<file path="config.mk">
export PLATFORM = sky130hd
export DESIGN_NAME = mem_arb
export DESIGN_NICKNAME = d
export VERILOG_FILES = /design/src/rtl/mem_arb.sv
export SDC_FILE = /design/constraint.sdc
export NUM_CORES = 1
export LEC_CHECK = 0
export CAP_MARGIN = 30
export CORE_AREA = 2 2 88 90
export DETAILED_ROUTE_END_ITERATION = 10
export DIE_AREA = 0 0 90 92
export SLEW_MARGIN = 10
export SYNTH_ARGS = -nofsm -noshare
export SYNTH_HDL_FRONTEND = slang
export SYNTH_SLANG_ARGS = --single-unit
</file>
<file path="constraint.sdc">
create_clock -name memclk -period 2.9 [get_ports memclk]
set_input_delay 0.29 -clock memclk [delete_from_list [all_inputs] [get_ports memclk]]
set_output_delay 0.29 -clock memclk [all_outputs]
set_load 0.01 [all_outputs]
</file>
<file path="src/rtl/mem_arb.sv">
// Two-requester MCB port arbiter: display reader vs capture writer, with
// turnaround gaps, read-run limiting, grant timeout and ping-pong frame indices.
module mem_arb #(
  parameter int GAP_CYC    = 4,
  parameter int RD_RUN_MAX = 2,
  parameter int TIMEOUT    = 4095
) (
  input  logic       memclk,
  input  logic       rst,
  input  logic       rd_req,
  input  logic       wr_req,
  input  logic       rd_done,
  input  logic       wr_done,
  input  logic       wr_vs,
  input  logic       rd_vs,
  output logic       rd_en,
  output logic       wr_en,
  output logic [1:0] arb_state,
  output logic       wr_frame,
  output logic       rd_frame,
  output logic       timeout_err
);

  typedef enum logic [1:0] {S_IDLE, S_RD, S_WR, S_GAP} state_t;

  localparam logic [3:0]  GAP_LAST = 4'(GAP_CYC - 1);
  localparam logic [3:0]  RUN_MAX  = 4'(RD_RUN_MAX);
  localparam logic [11:0] TO_LAST  = 12'(TIMEOUT - 1);

  state_t      r_state, w_state_next;
  logic [3:0]  r_rd_run, w_rd_run_next;
  logic [11:0] r_gnt_cnt, w_gnt_cnt_next;
  logic [3:0]  r_gap_cnt, w_gap_cnt_next;
  logic        w_timeout;
  logic        w_done_any;
  logic        w_grant_done;

  logic        r_rd_en, r_wr_en;
  logic [1:0]  r_arb_state;
  logic        r_timeout_err;
  logic        r_wr_frame, r_rd_frame;
  logic        r_wr_pend;
  logic        r_wr_vs_d, r_rd_vs_d;
  logic        w_wr_vs_rise, w_rd_vs_rise;
  logic        w_wr_tgl, w_wr_frame_next;

  assign w_done_any   = rd_done | wr_done;
  assign w_grant_done = (r_state == S_RD) ? rd_done : wr_done;

  always_comb begin
    w_state_next   = r_state;
    w_rd_run_next  = r_rd_run;
    w_gnt_cnt_next = r_gnt_cnt;
    w_gap_cnt_next = r_gap_cnt;
    w_timeout      = 1'b0;
    case (r_state)
      S_IDLE: begin
        // a lingering done from the previous owner must not be mistaken for a new one
        if (!w_done_any) begin
          if (rd_req && (!wr_req || (r_rd_run < RUN_MAX))) begin
            w_state_next   = S_RD;
            w_rd_run_next  = (r_rd_run == 4'd15) ? r_rd_run : r_rd_run + 4'd1;
            w_gnt_cnt_next = '0;
          end else if (wr_req) begin
            w_state_next   = S_WR;
            w_rd_run_next  = '0;
            w_gnt_cnt_next = '0;
          end
        end
      end
      S_RD, S_WR: begin
        if (w_grant_done) begin
          w_state_next   = S_GAP;
          w_gap_cnt_next = '0;
        end else if (r_gnt_cnt == TO_LAST) begin
          w_state_next   = S_GAP;
          w_gap_cnt_next = '0;
          w_timeout      = 1'b1;
        end else begin
          w_gnt_cnt_next = r_gnt_cnt + 12'd1;
        end
      end
      S_GAP: begin
        if ((r_gap_cnt >= GAP_LAST) && !w_done_any) begin
          w_state_next = S_IDLE;
        end else if (r_gap_cnt != 4'd15) begin
          w_gap_cnt_next = r_gap_cnt + 4'd1;
        end
      end
      default: w_state_next = S_IDLE;
    endcase
  end

  // A writer vsync seen mid-write is held until the write grant ends.
  assign w_wr_vs_rise    = wr_vs & ~r_wr_vs_d;
  assign w_rd_vs_rise    = rd_vs & ~r_rd_vs_d;
  assign w_wr_tgl        = (r_state != S_WR) && (w_wr_vs_rise || r_wr_pend);
  assign w_wr_frame_next = r_wr_frame ^ w_wr_tgl;

  always_ff @(posedge memclk or posedge rst) begin
    if (rst) begin
      r_state       <= S_IDLE;
      r_rd_run      <= '0;
      r_gnt_cnt     <= '0;
      r_gap_cnt     <= '0;
      r_rd_en       <= 1'b0;
      r_wr_en       <= 1'b0;
      r_arb_state   <= 2'b00;
      r_timeout_err <= 1'b0;
      r_wr_frame    <= 1'b0;
      r_rd_frame    <= 1'b1;
      r_wr_pend     <= 1'b0;
      r_wr_vs_d     <= 1'b0;
      r_rd_vs_d     <= 1'b0;
    end else begin
      r_state     <= w_state_next;
      r_rd_run    <= w_rd_run_next;
      r_gnt_cnt   <= w_gnt_cnt_next;
      r_gap_cnt   <= w_gap_cnt_next;
      r_rd_en     <= (w_state_next == S_RD);
      r_wr_en     <= (w_state_next == S_WR);
      r_arb_state <= (w_state_next == S_WR)  ? 2'b01 :
                     (w_state_next == S_GAP) ? 2'b10 : 2'b00;
      if (w_timeout) begin
        r_timeout_err <= 1'b1;
      end
      r_wr_vs_d  <= wr_vs;
      r_rd_vs_d  <= rd_vs;
      r_wr_pend  <= (r_state == S_WR) && (r_wr_pend || w_wr_vs_rise);
      r_wr_frame <= w_wr_frame_next;
      if (w_rd_vs_rise) begin
        r_rd_frame <= ~w_wr_frame_next;
      end
    end
  end

  assign rd_en       = r_rd_en;
  assign wr_en       = r_wr_en;
  assign arb_state   = r_arb_state;
  assign wr_frame    = r_wr_frame;
  assign rd_frame    = r_rd_frame;
  assign timeout_err = r_timeout_err;

endmodule
</file>
==> impl_metrics.toml <==
[die]
die_y_um = 92
placementRows = 32
fp.dieW_um = 90
ioPinCount = 15
start_util = 0.2389
die_area_um2 = 8280
core_um2 = 7447

[power_and_ir_drop]
power.total_w = 0.001838
powerDensity_nw_per_um2 = 855.4
p_comb_frac = 0.404
pwr-share-clk = 0.241
p_sw_frac = 0.3770
peakVddDrop_mv = 0.2302
power_switching_w = 0.0006928
p_int_w = 0.001145
seqPwrFrac = 0.356
leakage_nw = 0.9315

[cts]
cts_made_buffers = 5
cts_tree = "built"
post_cts_buffers = 0
clkLatencyLatePin_ns = 0.28
cts_buffer_depth = 2
clkSinkCount = 31
cts_hold_buf = 0
cts.htree.levels = 2
post_cts_resized = 0
clk_pin_slew_ns = 0.07
cts_root_buf = "clkbuf_8"

[logic_synthesis]
synthMuxAreaShare = 0.04149
synth_cell_types = 51
yosys_warnings = 0
synthAdderAreaFrac = 0.05626
ys_ff_latch = 31
synth_xor_area_frac = 0.004923
netlist_area_um2 = 1779
async_reset_ff_frac = 1.000
syn_area_per_cell_um2 = 9.364
synth_compound_area_frac = 0.1969
yosysSeqAreaShare = 0.4367
syn_inst = 190
synth_top_family_by_area = "simple AND/OR/NAND/NOR gates"
synth_flop_cell = "dfrtp_1"
synth_edf_count = 0
synth-simple-area-share = 0.2208
syn-num-nets = 206

[setup_path]
crit_slowest_cell = "ha_1"
cp_num_cells = 7
crit_required_ns = 3.11
crit_type = "reg2reg"
ff2ff_path_depth = 7
endpoint_kind = "flip-flop"
critical-path-top-delay-family = "simple AND/OR/NAND/NOR gates"
start_kind = "flip-flop"
cp_max_fo = 15
crit_path_max_incr_delay_ns = 0.52
cp.arrival_ns = 2.77
crit_chain = "inv_1 -> ha_1 -> nor2b_1 -> a31oi_1 -> a221o_1 -> or4_1 -> o21ai_1"
critPathBufInv = 1

[timing]
hold_viol = 0
period_needed_ns = 2.555
min_period_over_period = 0.8810
worst_pin_slew_ns = 0.5061
timing.fmax_mhz = 391.4
final.setup_skew_ns = 0.002813
setup-violations-final = 0
tns_ns = 0
rsz0062_at_grt = "false"
relSlewSlack = 0.6603
slew_viol_final = 0

[finish]
fillers = 827
multi_input_area_um2 = 925.9
syn2layout_area_growth_pct = 20.75
antenna_cells = 0
drive_above_1_share = 0.1058
ff_latch_area_um2 = 777.0
nets = 223
layout_common_cells = "30 x dfrtp_1, 21 x nand2_1, 14 x inv_1, 14 x clkdlybuf4s50_1, 13 x nor2_1"
mostFrequentLayoutCell = "dfrtp_1"

[drt]
ant_nets = 0
wl_per_cell_um = 11.74
vias = 1440
drc = 0
first_iter_violations = 47
first_pass_iters = 4
vias_per_cell = 4.645
finalWirelength_um = 3638

[global_route]
grt_remaining_overflow = 0
grt_max_degree = 32
track_usage = 0.09933
grt_pass1_wl_um = 6706
grt_pass1_vias = 1455
antenna_found_initial = 0

[placement]
hpwlAfterDp_um = 2626
gp_congestion = 0.7668
io_buffers = 14

[worst_hold_path]
hold_path_class = "in2async"

[outcome]
status = "finished, final reports clean"

[job]
drv_cap = 0
## area by class of cell
| cell class | count | area share |
|---|---|---|
| sequential | 31 | 0.3617 |
| inverter | 14 | 0.02446 |
| multi-input combinational | 140 | 0.4310 |
| timing repair buffer | 15 | 0.06872 |
| clock buffer | 6 | 0.03844 |
| clock inverter | 2 | 0.01631 |
| tap | 102 | 0.05941 |
## cells by family (layout without fill, tap and decap cells)
logic type / after synthesis / in the layout
compound gates: 52 / 52
xor+xnor: 1 / 1
fa+ha+maj: 8 / 8
buf+inv: 19 / 37
flops: 31 / 31
mux: 7 / 7
simple gates: 72 / 72
## flip-flops by register name (all words and copies together), names as in the netlist
name         flops
r_wr_vs_d        1
timeout_err      1
wr_frame         1
r_rd_run         4
rd_en            1
r_gap_cnt        4
r_gnt_cnt       12
arb_state        2
r_state          2
r_rd_vs_d        1
rd_frame         1
r_wr_pend        1
## synth_stat cells, types with 2 or more instances
library cell | n | area, um^2
nor2_2 | 2 | 12.51
or4_1 | 2 | 15.01
nor2b_1 | 2 | 12.51
dfrtp_1 | 30 | 750.7
mux2_2 | 3 | 33.78
o211ai_1 | 3 | 22.52
nor2_1 | 13 | 48.80
a31oi_1 | 2 | 12.51
a221o_1 | 3 | 30.03
mux2i_1 | 4 | 40.04
inv_1 | 14 | 52.55
ha_1 | 8 | 100.1
clkbuf_1 | 3 | 11.26
and3_1 | 3 | 18.77
nand2_1 | 21 | 78.83
a22o_1 | 2 | 17.52
nand3_1 | 9 | 45.04
a22oi_1 | 3 | 22.52
a21oi_1 | 10 | 50.05
and2_1 | 2 | 12.51
o31ai_1 | 4 | 30.03
o21ai_1 | 5 | 25.02
nor4_1 | 5 | 31.28
o21ai_0 | 8 | 40.04
nand4_1 | 3 | 18.77
## power by group through the flow
stage / Clock (W) / Combinational, W / Sequential, W
finish: 0.000442 / 0.000742 / 0.000654
global route: 0.000478 / 0.000848 / 0.000672
CTS: 0.000459 / 0.000750 / 0.000653
detailed placement: 0 / 0.000745 / 0.000661
global placement: 0 / 0.000738 / 0.000659
floorplan: 0 / 0.000535 / 0.000658
## worst min-delay path: stages
cell and delay (ns):
clkdlybuf4s50_1 0.40, inv_1 0.05, buf_4 0.36
## final timing paths
check / slack (ns) / startpoint / end
max in group asynchronous: 2.18 / rst / rd_frame$_DFFE_PP1P_
min reg2reg: 0.43 / r_rd_vs_d$_DFF_PP0_ / rd_frame$_DFFE_PP1P_
min in group memclk: 0.43 / r_rd_vs_d$_DFF_PP0_ / rd_frame$_DFFE_PP1P_
max reg2reg: 0.34 / r_state[0]$_DFF_PP0_ / r_gnt_cnt[7]$_DFFE_PP0P_
max: 0.34 / r_state[0]$_DFF_PP0_ / r_gnt_cnt[7]$_DFFE_PP0P_
min: 0.40 / rst / r_rd_vs_d$_DFF_PP0_
## through the flow
step	area [um^2]	std cells	util	setup WS [ns]	hold WS, ns
after floorplan	1779	190	-	0.8570	0.3214
after global placement	2031	302	0.2727	0.4420	0.4022
after global routing	2148	310	0.2885	0.1850	0.4508
final	2148	310	0.2885	0.3450	0.4020
after CTS	2148	310	0.2885	0.3497	0.4200
after detailed placement	2031	302	0.2727	0.3611	0.4192
## per-layer routing
layer  vias to the layer above  routed length [um]  global-route usage
li1                        731                   -                   -
met1                       680                1862              0.1308
met2                        23                1579              0.1523
met3                         6                 124             0.02876
met4                         0                  71             0.04231
met5                         -                   0                   0
(Power assumes the default switching activity.)
